**src/rtl/decode_stage.sv**
```systemverilog
// decode_stage: registered instruction decode with valid/ready handshake.
// Optional busy-bit register scoreboard enabled by DECODE_SCOREBOARD_EN.
module decode_stage #(
    parameter int N     = 19,
    parameter int OPN   = 4,
    parameter int ADDRN = 5,
    parameter int VALN  = 10
) (
    input  logic             clk,
    input  logic             rst_n,
    input  logic             in_valid,
    output logic             in_ready,
    input  logic [N-1:0]     instruction,
    input  logic             flush,
    input  logic             wb_valid,
    input  logic [ADDRN-1:0] wb_addr,
    output logic             out_valid,
    input  logic             out_ready,
    output logic [OPN-1:0]   opcode,
    output logic [ADDRN-1:0] src1,
    output logic [ADDRN-1:0] src2,
    output logic [ADDRN-1:0] src3,
    output logic [ADDRN-1:0] dst,
    output logic [VALN-1:0]  imm,
    output logic [1:0]       alu_op,
    output logic             src1_use,
    output logic             src2_use,
    output logic             src3_use,
    output logic             dst_we,
    output logic             is_branch,
    output logic             illegal
);
    localparam logic [OPN-1:0] OP_ADD  = OPN'(0);
    localparam logic [OPN-1:0] OP_SUB  = OPN'(1);
    localparam logic [OPN-1:0] OP_XOR  = OPN'(2);
    localparam logic [OPN-1:0] OP_MUL2 = OPN'(3);
    localparam logic [OPN-1:0] OP_BNEZ = OPN'(4);
    localparam logic [OPN-1:0] OP_MV   = OPN'(5);
    localparam logic [OPN-1:0] OP_LD   = OPN'(6);
    localparam logic [OPN-1:0] OP_ST   = OPN'(7);
    localparam logic [OPN-1:0] OP_LDI  = OPN'(8);
    localparam logic [OPN-1:0] OP_STI  = OPN'(9);

    logic [OPN-1:0]   op_w;
    logic [ADDRN-1:0] f1, f2, f3;
    logic [VALN-1:0]  imm_w;

    assign op_w  = instruction[N-1 -: OPN];
    assign f1    = instruction[N-OPN-1 -: ADDRN];
    assign f2    = instruction[N-OPN-ADDRN-1 -: ADDRN];
    assign f3    = instruction[ADDRN-1:0];
    assign imm_w = instruction[VALN-1:0];

    logic [ADDRN-1:0] d_src1, d_src2, d_src3, d_dst;
    logic [VALN-1:0]  d_imm;
    logic [1:0]       d_alu;
    logic             d_u1, d_u2, d_u3, d_we, d_br, d_ill;

    always_comb begin
        d_src1 = '0;
        d_src2 = '0;
        d_src3 = '0;
        d_dst  = '0;
        d_imm  = '0;
        d_alu  = 2'b00;
        d_u1   = 1'b0;
        d_u2   = 1'b0;
        d_u3   = 1'b0;
        d_we   = 1'b0;
        d_br   = 1'b0;
        d_ill  = 1'b0;
        unique case (1'b1)
            (op_w == OP_ADD), (op_w == OP_SUB), (op_w == OP_XOR): begin
                d_src1 = f1;
                d_src2 = f2;
                d_dst  = f3;
                d_alu  = op_w[1:0];
                d_u1   = 1'b1;
                d_u2   = 1'b1;
                d_we   = 1'b1;
            end
            (op_w == OP_MUL2): begin
                d_src1 = f1;
                d_dst  = f3;
                d_alu  = 2'b11;
                d_u1   = 1'b1;
                d_we   = 1'b1;
            end
            (op_w == OP_BNEZ): begin
                d_src1 = f1;
                d_imm  = imm_w;
                d_u1   = 1'b1;
                d_br   = 1'b1;
            end
            (op_w == OP_MV): begin
                d_src1 = f1;
                d_dst  = f3;
                d_u1   = 1'b1;
                d_we   = 1'b1;
            end
            (op_w == OP_LD): begin
                d_src1 = f1;
                d_src2 = f2;
                d_dst  = f3;
                d_u1   = 1'b1;
                d_u2   = 1'b1;
                d_we   = 1'b1;
            end
            (op_w == OP_ST): begin
                d_src1 = f1;
                d_src2 = f2;
                d_src3 = f3;
                d_u1   = 1'b1;
                d_u2   = 1'b1;
                d_u3   = 1'b1;
            end
            (op_w == OP_LDI): begin
                d_dst = f1;
                d_imm = imm_w;
                d_we  = 1'b1;
            end
            (op_w == OP_STI): begin
                d_src1 = f1;
                d_imm  = imm_w;
                d_u1   = 1'b1;
            end
            default: d_ill = 1'b1;
        endcase
    end

    logic hazard;
    logic issue;

    assign in_ready = !flush && (!out_valid || out_ready);
    assign issue    = in_valid && in_ready && !hazard;

`ifdef DECODE_SCOREBOARD_EN
    localparam int NREG = 2 ** ADDRN;

    logic [NREG-1:0] busy, busy_next, wb_mask, busy_live;

    always_comb begin
        wb_mask = '0;
        if (wb_valid) wb_mask[wb_addr] = 1'b1;
    end

    // a register retiring this cycle no longer blocks issue
    assign busy_live = busy & ~wb_mask;

    assign hazard = (d_u1 && busy_live[d_src1]) ||
                    (d_u2 && busy_live[d_src2]) ||
                    (d_u3 && busy_live[d_src3]) ||
                    (d_we && busy_live[d_dst]);

    always_comb begin
        busy_next = busy_live;
        if (flush && out_valid && dst_we) busy_next[dst] = 1'b0;
        if (issue && d_we) busy_next[d_dst] = 1'b1;
    end

    always_ff @(posedge clk or negedge rst_n) begin
        if (!rst_n) busy <= '0;
        else        busy <= busy_next;
    end
`else
    logic unused_wb;
    assign unused_wb = ^{wb_valid, wb_addr};
    assign hazard    = 1'b0;
`endif

    always_ff @(posedge clk or negedge rst_n) begin
        if (!rst_n) begin
            out_valid <= 1'b0;
            opcode    <= '0;
            src1      <= '0;
            src2      <= '0;
            src3      <= '0;
            dst       <= '0;
            imm       <= '0;
            alu_op    <= 2'b00;
            src1_use  <= 1'b0;
            src2_use  <= 1'b0;
            src3_use  <= 1'b0;
            dst_we    <= 1'b0;
            is_branch <= 1'b0;
            illegal   <= 1'b0;
        end else if (issue) begin
            out_valid <= 1'b1;
            opcode    <= op_w;
            src1      <= d_src1;
            src2      <= d_src2;
            src3      <= d_src3;
            dst       <= d_dst;
            imm       <= d_imm;
            alu_op    <= d_alu;
            src1_use  <= d_u1;
            src2_use  <= d_u2;
            src3_use  <= d_u3;
            dst_we    <= d_we;
            is_branch <= d_br;
            illegal   <= d_ill;
        end else if (flush || out_ready) begin
            out_valid <= 1'b0;
        end
    end

endmodule
```
**config.mk**
```make
export PLATFORM = sky130hd
export DESIGN_NAME = decode_stage
export DESIGN_NICKNAME = d
export VERILOG_FILES = /design/src/rtl/decode_stage.sv
export SDC_FILE = /design/constraint.sdc
export NUM_CORES = 1
export LEC_CHECK = 0
export ABC_CLOCK_PERIOD_IN_PS = 2300
export CORE_UTILIZATION = 43
export CTS_CLUSTER_SIZE = 10
export DETAILED_ROUTE_END_ITERATION = 10
export GPL_TIMING_DRIVEN = 0
export HOLD_SLACK_MARGIN = 0.05
export PLACE_DENSITY = 0.79
export SLEW_MARGIN = 20
export SYNTH_ARGS = -nofsm -noshare
export SYNTH_HDL_FRONTEND = slang
export SYNTH_SLANG_ARGS = --single-unit
```
**constraint.sdc**
```tcl
create_clock -name clk -period 2.3 [get_ports clk]
set_clock_uncertainty 0.2 [all_clocks]
set_input_delay 0.575 -clock clk [delete_from_list [all_inputs] [get_ports clk]]
set_output_delay 0.575 -clock clk [all_outputs]
set_load 0.01 [all_outputs]
```
==> qor.csv, run 1 <==
stage,metric,value,unit
worst_setup_path,startpoint types,input port,
drt,Vias/cell,5.74,
grt,vias in the first global route,1550,
logic_synthesis,register area share after synthesis,0.563,
die,die area,0.00472,mm2
logic_synthesis,synthesis-stage register bit count,43,
pwr,Seq pwr share,0.453,
drt,routed via count,1658,
clocking,CTS tree,yes,
grt,grt total ovfl,0,
clocking,clock sink total,43,
pwr,internal power,1.44,mW
worst_hold_path,hold_sp,src2[1],
finish,"commonest non-fill, non-tap cell in the layout",clkdlybuf4s50_1,
logic_synthesis,post-synthesis cell type count,34,
clocking,CTS buffer count,5,
worst_setup_path,"slowest stage cell, crit path",dlygate4sd2_1,
die,area of the core,0.00414,mm2
clocking,CTS Buffer Depth,2,
timing,final hold violation count,0,
die,Starting Density,0.461,
worst_setup_path,largest fanout on the critical path,10,
finish,utilization after layout,0.682,
timing,RSZ-0062 raised after global routing,no,
finish,most frequent cells in the layout,"clkdlybuf4s50_1 (60), dfrtp_1 (43), o2bb2ai_1 (15)",
drt,DR iter-0 viols,118,
place,DP Wirelength,3700,um
flow_run,max_cap viols,0,
logic_synthesis,mapped cell area,0.00191,mm2
logic_synthesis,synthesized area per cell,11.8,um2
logic_synthesis,syn nets,192,
worst_setup_path,Worst Path Required,1.52,ns
logic_synthesis,Synthesis Warnings,0,
worst_hold_path,WHS Path Cells,1,
timing,Hold Slack,0.296,ns
worst_setup_path,CP cell instances,"dlygate4sd2_1, clkbuf_4, nor2_1, clkdlybuf4s15_2",
pwr,Clk pwr share,0.315,
worst_setup_path,CP startpoint,flush,
timing,fin crit period,2.25,ns
place,routability cong.,0.826,
timing,Max Clk Rate,0.444,GHz
timing,Setup Viol. Count Final,0,
die,I/O pin count,74,
drt,Final ANT Viol Nets,0,
timing,max-slew violation count,0,
worst_setup_path,largest stage delay on the critical path,0.36,ns
clocking,clock root buffer master,clkbuf_8,
place,Place WS,-0.608,ns
die,Die Ht,68.7,um
finish,share of layout cells above drive strength 1,0.159,
clocking,Skew-Pair Late Insertion Delay,0.30,ns
drt,First-pass DRT Iterations,4,
worst_setup_path,endpoint class of the critical path,primary output,
worst_setup_path,Worst R2R Path Depth,5,
pwr,PwrDens,686,mW/mm2
timing,setup_tns,0,ns
drt,overall routed net length,5110,um
grt,total track usage,0.239,
die,die width,68.7,um
worst_setup_path,WS Path Type,in -> out,
pwr,sw frac,0.260,
timing,Max-slew headroom,0.605,
finish,"Net count, final",268,
drt,# DRC,0,
pwr,logic gate share of total power,0.232,
worst_setup_path,Crit Reg-Reg Startpoint,out_valid,
logic_synthesis,Post-Syn Instances,162,
grt,largest net degree at the start of global routing,27,
clocking,clock-pin slew on the worst setup and hold paths,0.07,ns
finish,antenna fix cells,0,
grt,first-pass GRT wire length,7990,um
finish,Area Overhead vs Synth,47.8,%
pwr,Leakage,1.17,nW
grt,antenna violations before repair,0,
worst_hold_path,Min-Delay Path Class,reg -> reg,
pwr,sw power,0.503,mW
clocking,# H-tree levels,2,
timing,Setup WS post-layout,0.0502,ns
place,number of port buffers,65,
die,row cnt,23,
pwr,Max VDD drop,495,uV
timing,actual slew at the worst max-slew pin,0.590,ns
drt,Avg WL per Cell,17.7,um
worst_setup_path,CP arrival,1.47,ns
run_status,status,"complete, no violations",
timing,final worst path period share,0.978,
## timing repair
action                                  CTS  global route
endpoints found under the hold margin    17             0
pin swaps                                 1             1
resized for setup                        13             3
hold buffers                              1             0
endpoints found under the setup margin   22            15
setup buffers                             2             1
## worst max-delay path: cells and delay by family
kind	cells	cell delay, ns
simple gates	1	0.06
buf+inv	3	0.83
## power by group through the flow
| stage | Combinational [mW] | Sequential [mW] | Clock [mW] |
|---|---|---|---|
| floorplan | 0.139 | 0.925 | 0 |
| global placement | 0.430 | 0.889 | 0 |
| detailed placement | 0.440 | 0.893 | 0 |
| CTS | 0.449 | 0.878 | 0.621 |
| global route | 0.484 | 0.888 | 0.652 |
| finish | 0.449 | 0.878 | 0.611 |
## cell families after synthesis
| group | count (synthesis) | synth area share |
|---|---|---|
| compound gates | 57 | 0.229 |
| xor+xnor | 1 | 0.00458 |
| buf+inv | 18 | 0.0445 |
| flops | 43 | 0.563 |
| mux | 8 | 0.0471 |
| simple gates | 35 | 0.112 |
## cell type report
cell class	instances	area, um2
tap	50	62.6
inverter	4	15.0
fill	330	1320
clock inverter	2	35.0
multi-input combinational	101	779
sequential	43	1080
clock buffer	6	82.6
timing repair buffer	70	699
buffer	13	76.3
## worst paths after layout
path,endpoint,slack [ns]
hold / removal,src2[1],0.30
min in group asynchronous,out_valid,0.54
max in group asynchronous,opcode[3],0.88
setup / recovery,in_ready,0.05
hold reg to reg,src2[1],0.30
setup reg to reg,alu_op[1],0.38
## metrics by stage
step / cell area (um2) / total power, mW / cells
after floorplan: 1910 / 1.06 / 162
after global placement: 2630 / 1.32 / 277
after detailed placement: 2640 / 1.33 / 278
after CTS: 2800 / 1.95 / 288
after global routing: 2830 / 2.02 / 289
final: 2830 / 1.94 / 289
## state kept, by name, summed over array words and instances (netlist names), 2 cells and up
signal,cells
imm,10
dst,5
src1,5
src2,5
src3,5
opcode,4
alu_op,2
## cells in the mapped netlist
| cell | number | area [um2] |
|---|---|---|
| o31ai_1 | 7 | 52.6 |
| nor3b_1 | 1 | 7.51 |
| a21o_2 | 1 | 8.76 |
| buf_4 | 1 | 7.51 |
| a21oi_1 | 1 | 5.00 |
| buf_6 | 1 | 11.3 |
| buf_2 | 5 | 25.0 |
| dfrtp_1 | 43 | 1080 |
| and4b_1 | 1 | 10.0 |
| a31oi_1 | 10 | 62.6 |
| o21bai_1 | 1 | 7.51 |
| nand2b_1 | 1 | 6.26 |
| mux2_2 | 8 | 90.1 |
| nand2_1 | 10 | 37.5 |
| o21ai_0 | 9 | 45.0 |
| nand3b_1 | 1 | 7.51 |
| o2bb2ai_1 | 15 | 131 |
| nor4b_1 | 1 | 8.76 |
| nand4_1 | 10 | 62.6 |
| nor4_1 | 1 | 6.26 |
| o211ai_1 | 6 | 45.0 |
| nor2b_1 | 3 | 18.8 |
| inv_1 | 4 | 15.0 |
| nand3_1 | 1 | 5.00 |
| xor2_1 | 1 | 8.76 |
| and3_1 | 2 | 12.5 |
| a2111oi_4 | 1 | 27.5 |
| clkbuf_1 | 6 | 22.5 |
| a22o_1 | 5 | 43.8 |
| or3b_4 | 1 | 11.3 |
| buf_1 | 1 | 3.75 |
| nor3_4 | 1 | 16.3 |
| nor2_1 | 1 | 3.75 |
| a2bb2oi_1 | 1 | 8.76 |
## per-layer routing
metal,global-route usage,up-vias,share of wire
li1,-,774,-
met1,0.332,817,0.44
met2,0.375,60,0.50
met3,0.0609,7,0.054
met4,0.0547,0,0.0092
met5,0,-,0
No activity file was read; power rests on OpenSTA's default activity.
==> inputs of run 2 (changes only) <==
Settings changed: CAP_MARGIN set to 20, RECOVER_POWER set to 100.
==> qor.csv, run 2 (same netlist as run 1, synthesis figures left out) <==
stage,metric,value,unit
run_status,status,"complete, no violations",
worst_hold_path,Min-Delay Path Class,reg -> reg,
place,routability cong.,0.826,
finish,Non-Filler Instances,289,
finish,fillcell total,338,
timing,final worst path period share,0.969,
worst_setup_path,startpoint types,input port,
finish,Area Overhead vs Synth,45.5,%
finish,"commonest non-fill, non-tap cell in the layout",dlygate4sd3_1,
timing,max-slew violation count,0,
die,die area,0.00472,mm2
drt,First-pass DRT Iterations,4,
finish,most frequent cells in the layout,"dlygate4sd3_1 (45), dfrtp_1 (43), clkdlybuf4s50_1 (16)",
clocking,# H-tree levels,2,
pwr,internal power,1.40,mW
worst_setup_path,endpoint class of the critical path,flip-flop,
finish,"Net count, final",268,
flow_run,max_cap viols,0,
worst_setup_path,largest fanout on the critical path,10,
worst_setup_path,Crit Reg-Reg Startpoint,out_valid,
finish,share of layout cells above drive strength 1,0.146,
place,dpl cells,278,
finish,register name with the most flops,imm,
pwr,PwrDens,683,mW/mm2
clocking,Skew-Pair Late Insertion Delay,0.30,ns
clocking,CTS Buffer Depth,2,
grt,antenna violations before repair,0,
clocking,clock-pin slew on the worst setup and hold paths,0.09,ns
worst_setup_path,Worst R2R Path Depth,5,
timing,fin crit period,2.23,ns
drt,Vias/cell,5.78,
worst_hold_path,hold_sp,src2[3],
finish,post-route cell area,0.00278,mm2
timing,RSZ-0062 raised after global routing,no,
drt,Avg WL per Cell,17.7,um
worst_setup_path,WS Path Type,in -> reg,
place,Post-DP Area,0.00264,mm2
drt,routed via count,1670,
pwr,Max VDD drop,486,uV
grt,grt total ovfl,0,
worst_setup_path,Worst Path Required,2.33,ns
drt,overall routed net length,5120,um
finish,Largest register FFs,10,
timing,actual slew at the worst max-slew pin,0.920,ns
grt,vias in the first global route,1550,
pwr,Clk pwr share,0.323,
die,die width,68.7,um
place,DP Wirelength,3700,um
grt,largest net degree at the start of global routing,27,
worst_setup_path,"reg-to-reg slack, setup",0.13,ns
pwr,logic gate share of total power,0.216,
clocking,clock sink total,43,
worst_setup_path,largest stage delay on the critical path,0.44,ns
timing,Hold Slack,0.293,ns
die,I/O pin count,74,
place,number of port buffers,65,
worst_setup_path,r2r endpoint,alu_op[1],
drt,DR iter-0 viols,133,
pwr,sw power,0.499,mW
pwr,Leakage,1.25,nW
worst_hold_path,WHS Path Cells,1,
worst_setup_path,"slowest stage cell, crit path",clkdlybuf4s50_1,
timing,final hold violation count,0,
timing,Max Clk Rate,0.449,GHz
place,Place WS,-0.608,ns
die,area of the core,0.00414,mm2
die,Die Ht,68.7,um
worst_setup_path,CP bufs+invs,3,
drt,Final ANT Viol Nets,0,
pwr,Seq pwr share,0.461,
worst_setup_path,CP cell instances,"clkdlybuf4s50_1, buf_6, or3b_4, a2111oi_2, buf_4, a22o_1",
timing,Setup WS post-layout,0.0714,ns
worst_setup_path,CP arrival,2.26,ns
clocking,CTS buffer count,5,
grt,total track usage,0.239,
die,row cnt,23,
die,Starting Density,0.461,
timing,Setup Viol. Count Final,0,
worst_setup_path,crit-path leading delay family,buffers and inverters,
timing,Max-slew headroom,0.387,
grt,first-pass GRT wire length,7990,um
clocking,CTS tree,yes,
worst_hold_path,sink of the worst hold path,src2[3],
pwr,sw frac,0.263,
clocking,clock root buffer master,clkbuf_8,
drt,# DRC,0,
finish,antenna fix cells,0,
run 2: repair_timing:
action | 4_1_cts | 5_1_grt
buffers inserted | 2 | 1
hold endpoints to repair | 17 | 0
pin swaps | 1 | 1
endpoints found under the setup margin | 22 | 15
gates resized for setup | 13 | 3
hold buffers | 1 | 0
run 2: worst reg2reg max path, stage by stage, from the launching register on:
cell and delay [ns]:
dfrtp_1 0.39, nor2b_1 0.16, buf_6 0.12, clkbuf_2 0.17, nor3_2 0.60, mux2_2 0.41
run 2: routing by layer:
metal	wire length, um	part of all wire	vias up	track usage
li1	-	-	775	-
met1	2300	0.45	834	0.332
met2	2510	0.49	52	0.375
met3	244	0.048	9	0.0609
met4	63	0.012	0	0.0547
met5	0	0	-	0
run 2: cell type report:
| class | count | area [um2] | share of cell area |
|---|---|---|---|
| Buffer | 13 | 76.3 | 0.0274 |
| Clock inverter | 2 | 35.0 | 0.0126 |
| Inverter | 4 | 15.0 | 0.00540 |
| Timing Repair Buffer | 70 | 683 | 0.246 |
| Clock buffer | 6 | 82.6 | 0.0297 |
| Multi-Input combinational cell | 101 | 751 | 0.270 |
| Sequential cell | 43 | 1080 | 0.387 |
| Tap cell | 50 | 62.6 | 0.0225 |
run 2: how the worst max path moves through the flow:
stage | from | to | slack [ns] | cells after the start
final | instruction[16] | src1[4] | 0.07 | 6
after global routing | rst_n | src3_use | 0.007 | 3
after CTS | instruction[17] | src1[4] | 0.04 | 4
after detailed placement | flush | in_ready | -0.61 | 4
after global placement | rst_n | src2[1] | -0.63 | 1
after floorplan | in_valid | alu_op[0] | 0.32 | 5
run 2: per-stage QoR:
stage | TNS, ns | utilization | power (mW)
floorplan | 0 | - | 1.06
global placement | -39.18 | 0.633 | 1.32
detailed placement | -13.63 | 0.637 | 1.33
CTS | 0 | 0.677 | 1.95
global route | 0 | 0.671 | 1.98
finish | 0 | 0.671 | 1.90
run 2: power groups by stage:
stage	clock [mW]	sequential (mW)	combinational [mW]
6_report	0.614	0.875	0.410
5_1_grt	0.652	0.885	0.445
4_1_cts	0.621	0.878	0.449
3_5_place_dp	0	0.893	0.440
3_3_place_gp	0	0.889	0.430
2_1_floorplan	0	0.925	0.139
